==> src/rtl/lane_collision_ctrl_if.sv <==
// Bus bundle for lane_collision_ctrl: obstacle/frog geometry and control strobes
// from the game side, and status outputs back from the collision controller.
interface lane_collision_ctrl_if #(
  parameter int N_OBJ = 8,
  parameter int CW    = 12
);
  // No valid/ready pair: i_animate is a one-cycle end-of-frame strobe taken
  // only in PLAY and HIT, i_start is a level sampled every cycle, geometry is
  // plain level data.
  logic                  i_animate;
  logic                  i_start;
  logic [N_OBJ*CW-1:0]   i_obj_x1;
  logic [N_OBJ*CW-1:0]   i_obj_x2;
  logic [N_OBJ*CW-1:0]   i_obj_y1;
  logic [N_OBJ*CW-1:0]   i_obj_y2;
  logic [N_OBJ-1:0]      i_obj_en;
  logic [CW-1:0]         i_frog_x1;
  logic [CW-1:0]         i_frog_x2;
  logic [CW-1:0]         i_frog_y1;
  logic [CW-1:0]         i_frog_y2;
  logic [2:0]            o_state;
  logic                  o_dead;
  logic                  o_game_over;
  logic                  o_respawn;
  logic [3:0]            o_lives;
  logic [7:0]            o_score;
  logic [N_OBJ-1:0]      o_hit_mask;
  logic                  o_overrun;

  modport master (
    output i_animate, i_start, i_obj_x1, i_obj_x2, i_obj_y1, i_obj_y2, i_obj_en,
           i_frog_x1, i_frog_x2, i_frog_y1, i_frog_y2,
    input  o_state, o_dead, o_game_over, o_respawn, o_lives, o_score,
           o_hit_mask, o_overrun
  );

  modport slave (
    input  i_animate, i_start, i_obj_x1, i_obj_x2, i_obj_y1, i_obj_y2, i_obj_en,
           i_frog_x1, i_frog_x2, i_frog_y1, i_frog_y2,
    output o_state, o_dead, o_game_over, o_respawn, o_lives, o_score,
           o_hit_mask, o_overrun
  );
endinterface

==> src/rtl/lane_collision_ctrl.sv <==
// Frog-versus-obstacle collision controller: scans one obstacle per cycle after
// each frame strobe, then updates lives, score and respawn/game-over status.
module lane_collision_ctrl #(
  parameter int N_OBJ      = 8,
  parameter int CW         = 12,
  parameter int LIVES      = 3,
  parameter int HIT_FRAMES = 60,
  parameter int GOAL_Y     = 30
) (
  input logic                i_clk,
  input logic                i_rst_n,
  lane_collision_ctrl_if.slave bus
);
  localparam int            IW        = (N_OBJ > 1) ? $clog2(N_OBJ) : 1;
  localparam logic [IW-1:0] IDX_LAST  = IW'(N_OBJ - 1);
  localparam logic [3:0]    LIVES_C   = 4'(LIVES);
  localparam logic [7:0]    FRAMES_C  = 8'(HIT_FRAMES);
  localparam logic [CW-1:0] GOAL_C    = CW'(GOAL_Y);

  typedef enum logic [2:0] {
    IDLE   = 3'd0,
    PLAY   = 3'd1,
    SCAN   = 3'd2,
    DECIDE = 3'd3,
    HIT    = 3'd4,
    OVER   = 3'd5
  } state_t;

  state_t           state_q, state_d;
  logic [CW-1:0]    fx1_q, fx2_q, fy1_q, fy2_q;
  logic [CW-1:0]    fx1_d, fx2_d, fy1_d, fy2_d;
  logic [IW-1:0]    idx_q, idx_d;
  logic [N_OBJ-1:0] mask_q, mask_d;
  logic [N_OBJ-1:0] hit_mask_q, hit_mask_d;
  logic [7:0]       frame_q, frame_d;
  logic [3:0]       lives_q, lives_d;
  logic [7:0]       score_q, score_d;
  logic             overrun_q, overrun_d;
  logic             respawn_q, respawn_d;
  logic             dead_q, dead_d;
  logic             over_q, over_d;

  logic [CW-1:0]    ox1, ox2, oy1, oy2;
  logic             oen, hit_now;

  // Object coordinates are sampled live, so the mux reads the bus directly.
  always_comb begin
    ox1 = '0;
    ox2 = '0;
    oy1 = '0;
    oy2 = '0;
    oen = 1'b0;
    for (int k = 0; k < N_OBJ; k++) begin
      if (idx_q == IW'(k)) begin
        ox1 = bus.i_obj_x1[k*CW +: CW];
        ox2 = bus.i_obj_x2[k*CW +: CW];
        oy1 = bus.i_obj_y1[k*CW +: CW];
        oy2 = bus.i_obj_y2[k*CW +: CW];
        oen = bus.i_obj_en[k];
      end
    end
  end

  assign hit_now = oen && (fx1_q < ox2) && (fx2_q > ox1) &&
                   (fy1_q < oy2) && (fy2_q > oy1);

  always_comb begin
    state_d    = state_q;
    fx1_d      = fx1_q;
    fx2_d      = fx2_q;
    fy1_d      = fy1_q;
    fy2_d      = fy2_q;
    idx_d      = idx_q;
    mask_d     = mask_q;
    hit_mask_d = hit_mask_q;
    frame_d    = frame_q;
    lives_d    = lives_q;
    score_d    = score_q;
    overrun_d  = overrun_q;
    respawn_d  = 1'b0;
    case (state_q)
      IDLE: begin
        lives_d = LIVES_C;
        score_d = '0;
        if (bus.i_start) state_d = PLAY;
      end
      PLAY: begin
        if (bus.i_animate) begin
          fx1_d   = bus.i_frog_x1;
          fx2_d   = bus.i_frog_x2;
          fy1_d   = bus.i_frog_y1;
          fy2_d   = bus.i_frog_y2;
          mask_d  = '0;
          idx_d   = '0;
          state_d = SCAN;
        end
      end
      SCAN: begin
        if (hit_now) mask_d[idx_q] = 1'b1;
        if (idx_q == IDX_LAST) state_d = DECIDE;
        else                   idx_d   = idx_q + 1'b1;
        if (bus.i_animate) overrun_d = 1'b1;
      end
      DECIDE: begin
        hit_mask_d = mask_q;
        state_d    = PLAY;
        if (bus.i_animate) overrun_d = 1'b1;
        // A collision outranks reaching the goal in the same frame.
        if (|mask_q) begin
          if (lives_q <= 4'd1) begin
            lives_d = '0;
            state_d = OVER;
          end else begin
            lives_d = lives_q - 4'd1;
            frame_d = FRAMES_C;
            state_d = HIT;
          end
        end else if (fy1_q <= GOAL_C) begin
          if (score_q != 8'hFF) score_d = score_q + 8'd1;
          respawn_d = 1'b1;
        end
      end
      HIT: begin
        if (bus.i_animate) begin
          if (frame_q <= 8'd1) begin
            frame_d   = '0;
            respawn_d = 1'b1;
            state_d   = PLAY;
          end else begin
            frame_d = frame_q - 8'd1;
          end
        end
      end
      OVER: begin
        if (bus.i_start) begin
          lives_d    = LIVES_C;
          score_d    = '0;
          hit_mask_d = '0;
          state_d    = PLAY;
        end
      end
      default: state_d = IDLE;
    endcase
    dead_d = (state_d == HIT) || (state_d == OVER);
    over_d = (state_d == OVER);
  end

  always_ff @(posedge i_clk or negedge i_rst_n) begin
    if (!i_rst_n) begin
      state_q    <= IDLE;
      fx1_q      <= '0;
      fx2_q      <= '0;
      fy1_q      <= '0;
      fy2_q      <= '0;
      idx_q      <= '0;
      mask_q     <= '0;
      hit_mask_q <= '0;
      frame_q    <= '0;
      lives_q    <= LIVES_C;
      score_q    <= '0;
      overrun_q  <= 1'b0;
      respawn_q  <= 1'b0;
      dead_q     <= 1'b0;
      over_q     <= 1'b0;
    end else begin
      state_q    <= state_d;
      fx1_q      <= fx1_d;
      fx2_q      <= fx2_d;
      fy1_q      <= fy1_d;
      fy2_q      <= fy2_d;
      idx_q      <= idx_d;
      mask_q     <= mask_d;
      hit_mask_q <= hit_mask_d;
      frame_q    <= frame_d;
      lives_q    <= lives_d;
      score_q    <= score_d;
      overrun_q  <= overrun_d;
      respawn_q  <= respawn_d;
      dead_q     <= dead_d;
      over_q     <= over_d;
    end
  end

  assign bus.o_state     = state_q;
  assign bus.o_dead      = dead_q;
  assign bus.o_game_over = over_q;
  assign bus.o_respawn   = respawn_q;
  assign bus.o_lives     = lives_q;
  assign bus.o_score     = score_q;
  assign bus.o_hit_mask  = hit_mask_q;
  assign bus.o_overrun   = overrun_q;
endmodule

==> src/flat_wrapper.sv <==
// flat-port wrapper written by rule: the top's interface ports become plain ports
module lane_collision_ctrl_flat 
#(
  parameter int N_OBJ      = 8,
  parameter int CW         = 12,
  parameter int LIVES      = 3,
  parameter int HIT_FRAMES = 60,
  parameter int GOAL_Y     = 30
)
  (i_clk, i_rst_n, bus_i_animate, bus_i_start, bus_i_obj_x1, bus_i_obj_x2, bus_i_obj_y1, bus_i_obj_y2, bus_i_obj_en, bus_i_frog_x1, bus_i_frog_x2, bus_i_frog_y1, bus_i_frog_y2, bus_o_state, bus_o_dead, bus_o_game_over, bus_o_respawn, bus_o_lives, bus_o_score, bus_o_hit_mask, bus_o_overrun);
  lane_collision_ctrl_if #(.N_OBJ(N_OBJ), .CW(CW)) bus_i ();
  input logic i_clk;
  input logic i_rst_n;
  input wire logic [$bits(bus_i.i_animate)-1:0] bus_i_animate;
  input wire logic [$bits(bus_i.i_start)-1:0] bus_i_start;
  input wire logic [$bits(bus_i.i_obj_x1)-1:0] bus_i_obj_x1;
  input wire logic [$bits(bus_i.i_obj_x2)-1:0] bus_i_obj_x2;
  input wire logic [$bits(bus_i.i_obj_y1)-1:0] bus_i_obj_y1;
  input wire logic [$bits(bus_i.i_obj_y2)-1:0] bus_i_obj_y2;
  input wire logic [$bits(bus_i.i_obj_en)-1:0] bus_i_obj_en;
  input wire logic [$bits(bus_i.i_frog_x1)-1:0] bus_i_frog_x1;
  input wire logic [$bits(bus_i.i_frog_x2)-1:0] bus_i_frog_x2;
  input wire logic [$bits(bus_i.i_frog_y1)-1:0] bus_i_frog_y1;
  input wire logic [$bits(bus_i.i_frog_y2)-1:0] bus_i_frog_y2;
  output wire logic [$bits(bus_i.o_state)-1:0] bus_o_state;
  output wire logic [$bits(bus_i.o_dead)-1:0] bus_o_dead;
  output wire logic [$bits(bus_i.o_game_over)-1:0] bus_o_game_over;
  output wire logic [$bits(bus_i.o_respawn)-1:0] bus_o_respawn;
  output wire logic [$bits(bus_i.o_lives)-1:0] bus_o_lives;
  output wire logic [$bits(bus_i.o_score)-1:0] bus_o_score;
  output wire logic [$bits(bus_i.o_hit_mask)-1:0] bus_o_hit_mask;
  output wire logic [$bits(bus_i.o_overrun)-1:0] bus_o_overrun;
  assign bus_i.i_animate = bus_i_animate;
  assign bus_i.i_start = bus_i_start;
  assign bus_i.i_obj_x1 = bus_i_obj_x1;
  assign bus_i.i_obj_x2 = bus_i_obj_x2;
  assign bus_i.i_obj_y1 = bus_i_obj_y1;
  assign bus_i.i_obj_y2 = bus_i_obj_y2;
  assign bus_i.i_obj_en = bus_i_obj_en;
  assign bus_i.i_frog_x1 = bus_i_frog_x1;
  assign bus_i.i_frog_x2 = bus_i_frog_x2;
  assign bus_i.i_frog_y1 = bus_i_frog_y1;
  assign bus_i.i_frog_y2 = bus_i_frog_y2;
  assign bus_o_state = bus_i.o_state;
  assign bus_o_dead = bus_i.o_dead;
  assign bus_o_game_over = bus_i.o_game_over;
  assign bus_o_respawn = bus_i.o_respawn;
  assign bus_o_lives = bus_i.o_lives;
  assign bus_o_score = bus_i.o_score;
  assign bus_o_hit_mask = bus_i.o_hit_mask;
  assign bus_o_overrun = bus_i.o_overrun;
  lane_collision_ctrl #(.N_OBJ(N_OBJ), .CW(CW), .LIVES(LIVES), .HIT_FRAMES(HIT_FRAMES), .GOAL_Y(GOAL_Y)) u_core (.i_clk(i_clk), .i_rst_n(i_rst_n), .bus(bus_i));
endmodule
==> config.mk <==
export PLATFORM = sky130hd
export DESIGN_NAME = lane_collision_ctrl_flat
export DESIGN_NICKNAME = d
export VERILOG_FILES = /design/src/rtl/lane_collision_ctrl_if.sv /design/src/rtl/lane_collision_ctrl.sv /design/src/flat_wrapper.sv
export SDC_FILE = /design/constraint.sdc
export NUM_CORES = 1
export LEC_CHECK = 0
export CAP_MARGIN = 20
export CORE_AREA = 2 2 186 188
export CTS_BUF_LIST = sky130_fd_sc_hd__clkbuf_4
export CTS_CLUSTER_DIAMETER = 200
export DETAILED_ROUTE_END_ITERATION = 8
export DIE_AREA = 0 0 188 190
export DONT_BUFFER_PORTS = 1
export GPL_TIMING_DRIVEN = 0
export PLACE_DENSITY = 0.37
export RECOVER_POWER = 50
export SYNTH_ARGS = -nofsm -noshare
export SYNTH_HDL_FRONTEND = slang
export SYNTH_SLANG_ARGS = --single-unit
==> constraint.sdc <==
create_clock -name i_clk -period 6.4 [get_ports i_clk]
set_clock_uncertainty 0.1 [all_clocks]
set_input_delay 1.28 -clock i_clk [delete_from_list [all_inputs] [get_ports i_clk]]
set_output_delay 1.28 -clock i_clk [all_outputs]
set_load 0.03 [all_outputs]
After elaboration in Yosys (flattened, before gate mapping)

Cells that the tools add are included.

Register bits after elaboration: 94

$add $sub $neg: 4
Magnitude comparators: 9
Eq/ne operators: 25
Mux-type cells: 76
Bitwise logic cells: 1
Reductions and logical operators: 23

Operators by type and width:

| cell                                                             | number |
|---|---|
| two-way mux 12 bit                                               | 32 |
| two-way mux 8 bit                                                | 10 |
| one-hot mux 8 bit (2 select lines)                               | 3 |
| equality test 3 bit (second input constant)                      | 8 |
| > comparator 12 bit                                              | 2 |
| < comparator 12 bit                                              | 2 |
| two-way mux 3 bit                                                | 8 |
| one-hot mux 8 bit (3 select lines)                               | 1 |
| one-hot mux 3 bit (5 select lines)                               | 1 |
| two-way mux 1 bit                                                | 14 |
| equality test 3 x 2 -> 1 bit (second input constant)             | 4 |
| less-or-equal comparator 12 x 5 -> 1 bit (second input constant) | 1 |
| two-way mux 4 bit                                                | 3 |
| != test 2 bit (second input constant)                            | 6 |
| one-hot mux 4 bit (3 select lines)                               | 1 |
| AND reduction 3 bit                                              | 3 |
| adder 8 x 1 -> 8 bit (second input constant)                     | 1 |
| less-or-equal comparator 8 x 1 -> 1 bit (second input constant)  | 1 |
| != test 2 x 1 -> 1 bit (second input constant)                   | 4 |
| != test 8 bit (second input constant)                            | 1 |
| OR 8 bit                                                         | 1 |
| OR reduction 8 bit                                               | 1 |
| subtractor 8 x 1 -> 8 bit (second input constant)                | 1 |
| equality test 3 x 1 -> 1 bit (second input constant)             | 2 |
| other kinds (17)                                                 | 27 |

Longest topological paths before layout

Gate-level depths: netlist of run 1.

Word-level depth: 16
Depth in mapped cells: 20
Depth with buffers taken out: 17

Worst setup path before layout of run 1

Ideal clock, no wire load.

Kind: register to register
Start: register u_core.idx_q[0]
End: register u_core.mask_q[1]
Setup time: 0.110 ns
Arrival time: 4.575 ns
Setup slack: 1.615 ns
Cell stages (with the launch flop): 20
Clock period less this slack: 4.785 ns
Path through: dfrtp_1 > inv_1 > ha_1 > clkbuf_1 > buf_2 > nor2b_1 > clkbuf_1 > clkbuf_1 > a221oi_1 > o311ai_0 > o211ai_1 > nand3_1 > a22oi_1 > ha_1 > a31o_2 > a211o_1 > a2111oi_2 > o2111ai_1 > or4_4 > o41ai_1

Longest elaborated chain between the ends: 16
Elaborated cells between the ends (all ways): 66
Classes of those cells: order compare (6); eq/ne (8); mux (44); bitwise (1); reduce/logical (7)

RTL lines:

| element                          | RTL line                   | text |
|---|---|---|
| start, declared                  | lane_collision_ctrl.sv:32  | `logic [IW-1:0] idx_q, idx_d;` |
| start signal, assigned           | lane_collision_ctrl.sv:171 | `idx_q <= idx_d;` |
| zero test 3 bit                  | lane_collision_ctrl.sv:54  | `if (idx_q == IW'(k)) begin` |
| two-way mux 12 bit (8 in a row)  | lane_collision_ctrl.sv:54  |  |
| < comparator 12 bit              | lane_collision_ctrl.sv:64  | `assign hit_now = oen && (fx1_q < ox2) && (fx2_q > ox1) &&` |
| logical AND 1 bit (3 in a row)   | lane_collision_ctrl.sv:64  |  |
| logical AND 1 bit                | lane_collision_ctrl.sv:65  | `(fy1_q < oy2) && (fy2_q > oy1);` |
| != test 2 x 1 -> 1 bit (no line) | n/a                        |  |
| AND reduction 3 bit (no line)    | n/a                        |  |
| end signal, assigned             | lane_collision_ctrl.sv:172 | `mask_q <= mask_d;` |
| end, declared                    | lane_collision_ctrl.sv:33  | `logic [N_OBJ-1:0] mask_q, mask_d;` |

Parallel ways exist; a longest one is shown, timed or not. The select of a mux whose other input is x is not followed.
A chain may end at the register's enable or synchronous reset.

Worst setup path after layout of run 1

Start: register u_core.idx_q[0]
End: register u_core.mask_q[5]

The elaborated chain is that of the path after synthesis.

==> summary.md, run 1 <==
| Metric | Value |
|---|---|
| Status | `finished clean` |
| Syn Nets | `1647` |
| #FFs+latches synth | `94` |
| Worst slew margin | `29.3%` |
| Pin count of the biggest net entering global routing | `95` |
| Post-synth top flop | `dfrtp_1` |
| Routed wire length | `47800 microns` |
| Skew-Pair Late Insertion Delay | `0.49 ns` |
| Sequential fraction of the synthesis area | `28.5%` |
| Initial DRT Pass Iterations | `5` |
| Hold slack | `0.355 ns` |
| Endpoint type of the worst setup path | `flop` |
| Crit share post-route | `94.2%` |
| Critical path peak fanout | `10` |
| Core ar. | `33900 sq um` |
| Slew Limit Fails | `0` |
| Worst vdd ir | `141 uV` |
| Die height | `190 microns` |
| Syn_area_per_cell | `7.22 sq um` |
| Post-synth ARST share | `100%` |
| CTS Buf Count | `9` |
| Fillers | `3825` |
| Tmin final | `6.03 ns` |
| # IOs | `471` |
| Clk slew on worst S/H paths | `0.17 ns` |
| Hold Buf Count CTS | `0` |
| Vias in the first global route | `9130` |
| CTS tree | `yes` |
| CTS Buffer Depth | `2` |
| First-pass GRT wire length | `67100 microns` |
| Area growth from synthesis to layout | `9.09%` |
| CTS sink cnt | `94` |
| Crit Path Category | `reg2reg` |
| Placer Congestion | `0.963` |
| RSZ-0062 raised after global routing | `no` |
| Port bufs | `0` |
| Syn Inst Count | `1146` |
| Worst hold path class | `in2async` |
| GRT Residual Overflow | `0` |
| Synth warn | `0` |
| Antenna Violating Nets Remaining | `0` |
| Vias per std cell | `5.68` |
| Worst Reg-to-Reg Cells | `20` |
| Max Cap Viol | `0` |
| Initial detailed-routing violation count | `624` |
| Post-Layout Cell Count | `1625` |
| Final setup fails | `0` |
| Fmax | `166 MHz` |
| DR WL/cell | `29.4 microns` |
| Tightest Pin Transition | `1.03 ns` |
| Lkg Pwr | `3.72 nW` |
| Final Hold Fails | `0` |
| Chip Width | `188 microns` |
| Distinct cells, synth | `55` |
| Num rows | `68` |
| Most common cell after layout, fill and taps aside | `nand2_1` |
| Initial antenna violation count | `8` |
| Share of cells above drive strength 1 | `3.44%` |
| Cells after DPL | `1602` |
| Die ar. | `35700 sq um` |
| Final nets | `1659` |
| DRC viols | `0` |
| Post-synth EDFFs | `0` |
| Arrival @ worst endpoint | `6.33 ns` |
| Most frequent cells in the layout | `270 x nand2_1, 160 x nor2_1, 92 x dfrtp_1` |
| Area of the mapped netlist | `8280 sq um` |
| H-tree Lvls | `3` |
| CP Launch Type | `flop` |
| DP Wirelength | `40200 microns` |
| Global-route usage over all layers | `26.0%` |
| CP required | `6.70 ns` |
| Root Driver | `clkbuf_4` |
| Initial core utilization | `24.4%` |
| Fin util | `26.6%` |
| Power per cell area | `382 nW/um^2` |
| Vias | `9236` |
layout make-up:
cell class	instances	area (sq um)	share of cell area [%]
Multi-Input combinational cell	945	5530	61.3
Antenna cell	7	17.5	0.194
Sequential cell	94	2350	26.1
Clock inverter	7	61.3	0.679
Inverter	16	60.1	0.665
Buffer	90	353	3.91
Clock buffer	9	67.6	0.748
Timing Repair Buffer	2	11.3	0.125
Tap cell	455	569	6.31
layer usage:
layer  GRT usage [%]  up-vias  routed length (microns)
met5               0        -                        9
met4            5.84        2                      963
met3            4.48       44                     2820
met2            43.9      370                    22900
met1            34.5     4568                    21100
li1                -     4252                        -
logic make-up (layout without fill, tap and decap cells):
family / count (synthesis) / in the layout / share of synthesized area [%]
DFF: 94 / 94 / 28.5
and+or+nand+nor: 566 / 566 / 29.1
muxes: 1 / 1 / 0.136
buffers and inverters: 107 / 124 / 4.88
other: 0 / 7 / 0
AOI/OAI and AO/OA: 321 / 321 / 28.8
adders and majority gates: 57 / 57 / 8.62
worst max-delay path: stages, from the launching register on:
cell and delay [ns]:
dfrtp_1 0.51, inv_1 0.24, ha_1 0.25, clkbuf_2 0.27, buf_2 0.28, nor2b_1 0.16
clkbuf_2 0.33, clkbuf_2 0.29, a221oi_1 0.09, o311ai_1 0.44, o211ai_1 0.33, nand3_1 0.18
a22oi_1 0.13, ha_1 0.39, a211oi_1 0.22, o21a_1 0.15, nand4_1 0.20, a2111oi_2 0.29
o2111ai_1 0.22, or4_4 0.60, o41ai_1 0.24
cell usage after synthesis (all sizes together), types with 2 or more instances:
cell	n	area share [%]
nand2	270	12
nor2	160	7.3
dfrtp	92	28
clkbuf	82	3.7
ha	57	8.6
nand3	52	3.1
a221oi	50	5.3
o211ai	48	4.4
o21ai	48	2.9
a22oi	44	4.0
o311ai	44	4.7
a21oi	31	1.9
nor3	17	1.0
inv	16	0.73
nor2b	14	1.1
a22o	12	1.3
nand4	12	0.91
buf	9	0.44
a211oi	8	0.73
and3	8	0.60
a21o	6	0.54
nand2b	6	0.45
a31oi	4	0.30
and2	4	0.30
nor3b	4	0.36
or4	4	0.41
a2111oi	3	0.39
nor4	3	0.23
o22a	3	0.32
o31ai	3	0.27
o41ai	3	0.41
or3	3	0.23
a211o	2	0.21
a221o	2	0.24
a41o	2	0.24
dfstp	2	0.64
nand3b	2	0.18
nand4b	2	0.21
nor4b	2	0.21
o21a	2	0.18
worst paths after layout:
check                                  from                    end  slack (ns)
setup / recovery            u_core.idx_q[0]       u_core.mask_q[5]        0.37
hold / removal                      i_rst_n        u_core.fx2_q[0]        0.35
setup reg to reg            u_core.idx_q[0]       u_core.mask_q[5]        0.37
hold reg to reg            u_core.fx1_q[10]       u_core.fx1_q[10]        0.41
max in group asynchronous           i_rst_n  u_core.bus.o_lives[1]        5.63
min in group i_clk         u_core.fx1_q[10]       u_core.fx1_q[10]        0.41
report_power, final:
part	switching (mW)	internal, mW	leakage (nW)
sequential	0.157	0.752	1.20
clock	0.251	0.0890	0.0712
combinational	1.37	0.829	2.45
total	1.78	1.67	3.72
timing repair:
action | 4_1_cts | 5_1_grt
buffers inserted | 0 | 0
endpoints found under the hold margin | 0 | 0
setup endpoints to repair | 8 | 8
gates resized for setup | 5 | 21
pin swaps | 0 | 0
sequential cells by signal, indices dropped and copies added (netlist names):
name                    count
u_core.fx1_q               12
u_core.mask_q               8
u_core.bus.o_score          8
u_core.bus.o_respawn        1
u_core.bus.o_game_over      1
u_core.bus.o_lives          4
u_core.fy1_q               12
u_core.bus.o_overrun        1
u_core.bus.o_hit_mask       8
u_core.frame_q              8
u_core.fy2_q               12
u_core.bus.o_dead           1
u_core.idx_q                3
u_core.bus.o_state          3
u_core.fx2_q               12
through the flow:
step           total power [mW]  cell area, sq um  setup TNS, ns  setup slack [ns]
3_3_place_gp               3.10              8840          -3.31            -0.479
6_report                   3.45              9030              0             0.370
2_1_floorplan              2.34              8280              0              1.61
3_5_place_dp               3.10              8850          -2.81            -0.422
4_1_cts                    3.47              8990              0            0.0770
5_1_grt                    3.79              9020              0            0.0123
Power figures use the tool's default switching activity.
==> run 2: changes to the inputs <==
--- a/config.mk
+++ b/config.mk
@@ -6,14 +6,14 @@
 export NUM_CORES = 1
 export LEC_CHECK = 0
 export CAP_MARGIN = 20
-export CORE_AREA = 2 2 186 188
+export CORE_AREA = 2 2 181 183
 export CTS_BUF_LIST = sky130_fd_sc_hd__clkbuf_4
 export CTS_CLUSTER_DIAMETER = 200
 export DETAILED_ROUTE_END_ITERATION = 8
-export DIE_AREA = 0 0 188 190
+export DIE_AREA = 0 0 183 185
 export DONT_BUFFER_PORTS = 1
 export GPL_TIMING_DRIVEN = 0
-export PLACE_DENSITY = 0.37
+export PLACE_DENSITY = 0.38
 export RECOVER_POWER = 50
 export SYNTH_ARGS = -nofsm -noshare
 export SYNTH_HDL_FRONTEND = slang
==> summary.md, run 2 (synthesis results as in run 1) <==
| Metric | Value |
|---|---|
| Placer Congestion | `0.993` |
| Pin count of the biggest net entering global routing | `95` |
| Power per cell area | `382 nW/um^2` |
| H-tree Lvls | `3` |
| Antenna Violating Nets Remaining | `0` |
| Routed wire length | `46600 microns` |
| Status | `finished clean` |
| RR Startpoint | `u_core.idx_q[0]` |
| Dpl cell area | `8810 sq um` |
| Fin area | `9010 sq um` |
| CTS Buf Count | `9` |
| Vias per std cell | `5.86` |
| Clk slew on worst S/H paths | `0.22 ns` |
| Initial DRT Pass Iterations | `5` |
| Lkg Pwr | `3.76 nW` |
| Final Hold Fails | `0` |
| Port bufs | `0` |
| Die ar. | `33900 sq um` |
| Tightest Pin Transition | `1.02 ns` |
| Initial detailed-routing violation count | `658` |
| Tmin final | `6.09 ns` |
| DRC viols | `0` |
| Arrival @ worst endpoint | `6.38 ns` |
| Worst Reg-to-Reg Cells | `19` |
| Worst vdd ir | `228 uV` |
| Crit-path most repeated cell | `ha_1` |
| Crit share post-route | `95.2%` |
| Fmax | `164 MHz` |
| Initial core utilization | `25.8%` |
| Worst slew margin | `31.1%` |
| Most common cell after layout, fill and taps aside | `nand2_1` |
| # IOs | `471` |
| Endpoint type of the worst setup path | `flop` |
| First-pass GRT wire length | `65600 microns` |
| CTS sink cnt | `94` |
| Root Driver | `clkbuf_4` |
| Max Cap Viol | `0` |
| Worst path cell trace | `inv_1 -> ha_1 -> clkbuf_2 -> buf_2 -> nand2b_1 -> clkbuf_1 -> nor2_1 -> o311ai_0 -> o211ai_1 -> nand3_1 -> a22oi_1 -> ha_1 -> nand2_1 -> nor4_1 -> a211o_1 -> a2111oi_2 -> o2111ai_1 -> or4_4 -> o41ai_1` |
| DP Wirelength | `39700 microns` |
| Critical path peak fanout | `10` |
| Core ar. | `32000 sq um` |
| Num rows | `66` |
| Final setup fails | `0` |
| Chip Width | `183 microns` |
| RR Endpoint | `u_core.mask_q[1]` |
| Vias in the first global route | `9099` |
| Initial antenna violation count | `9` |
| Most frequent cells in the layout | `270 x nand2_1, 160 x nor2_1, 92 x dfrtp_1` |
| GRT Residual Overflow | `0` |
| RSZ-0062 raised after global routing | `no` |
| Area growth from synthesis to layout | `8.94%` |
| Slowest CP cell | `or4_4` |
| Vias | `9272` |
| Skew-Pair Late Insertion Delay | `0.51 ns` |
| Post-CTS setup repair buffer count | `0` |
| Worst hold path class | `in2async` |
| Fin util | `28.1%` |
| CTS tree | `yes` |
| Die height | `185 microns` |
| Slew Limit Fails | `0` |
| Power Total | `3.44 mW` |
| Crit Path Category | `reg2reg` |
| Max incr delay on CP | `0.59 ns` |
| Global-route usage over all layers | `26.8%` |
| CP required | `6.69 ns` |
| Final nets | `1661` |
| CP Launch Type | `flop` |
| Worst R2R Setup Slack | `0.31 ns` |
| CTS Buffer Depth | `2` |
| Share of cells above drive strength 1 | `3.61%` |
| DR WL/cell | `29.5 microns` |
-- run 2: worst max-delay path by stage --
stage | start | end | slack (ns)
6_report | u_core.idx_q[0] | u_core.mask_q[1] | 0.31
5_1_grt | u_core.idx_q[0] | u_core.mask_q[1] | 0.02
4_1_cts | u_core.idx_q[0] | u_core.mask_q[1] | 0.05
3_5_place_dp | u_core.idx_q[0] | u_core.mask_q[7] | -0.25
3_3_place_gp | u_core.idx_q[0] | u_core.mask_q[7] | -0.57
2_1_floorplan | u_core.idx_q[0] | u_core.mask_q[1] | 1.61
-- run 2: critical path, delay by kind of cell, from the launching register on --
family                   cells  cell delay (ns)
AO/OA/AOI/OAI                7             2.07
AND/OR/NAND/NOR              6             1.53
buffers and inverters        4             1.10
adder cells (fa/ha/maj)      2             0.61
flip-flops                   1             0.54
-- run 2: metrics by stage --
step	setup slack [ns]	hold WS [ns]	TNS, ns	std cells
2_1_floorplan	1.61	0.346	0	1146
3_3_place_gp	-0.573	0.362	-4.12	1554
3_5_place_dp	-0.246	0.367	-1.47	1557
4_1_cts	0.0477	0.294	0	1573
5_1_grt	0.0248	0.272	0	1577
6_report	0.310	0.337	0	1581
-- run 2: area by class of cell --
cell class | instances | area [sq um]
diodes | 8 | 20.0
plain buffers | 90 | 354
clock buffers | 9 | 67.6
clock inverters | 7 | 75.1
fillers | 3632 | 23000
inverters | 16 | 60.1
multi-input cells | 945 | 5540
flip-flops and latches | 94 | 2350
well taps | 408 | 510
repair buffers | 4 | 35.0
-- run 2: where the power goes --
group | internal [mW] | leakage (nW) | switching, mW | total (mW)
sequential | 0.752 | 1.20 | 0.148 | 0.900
clock | 0.0934 | 0.0753 | 0.266 | 0.359
combinational | 0.834 | 2.48 | 1.35 | 2.18
total | 1.68 | 3.76 | 1.76 | 3.44
-- run 2: routing by layer --
| layer | GRT usage [%] | vias up | part of all wire [%] |
|---|---|---|---|
| met5 | 0 | - | 0.073 |
| met4 | 6.85 | 6 | 2.1 |
| met3 | 6.37 | 68 | 7.3 |
| met2 | 44.3 | 403 | 47 |
| met1 | 35.1 | 4540 | 43 |
| li1 | - | 4255 | - |
-- run 2: repair_timing --
action                                  CTS  global route
resized for setup                         8            21
hold buffers                              0             0
endpoints found under the setup margin    8             8
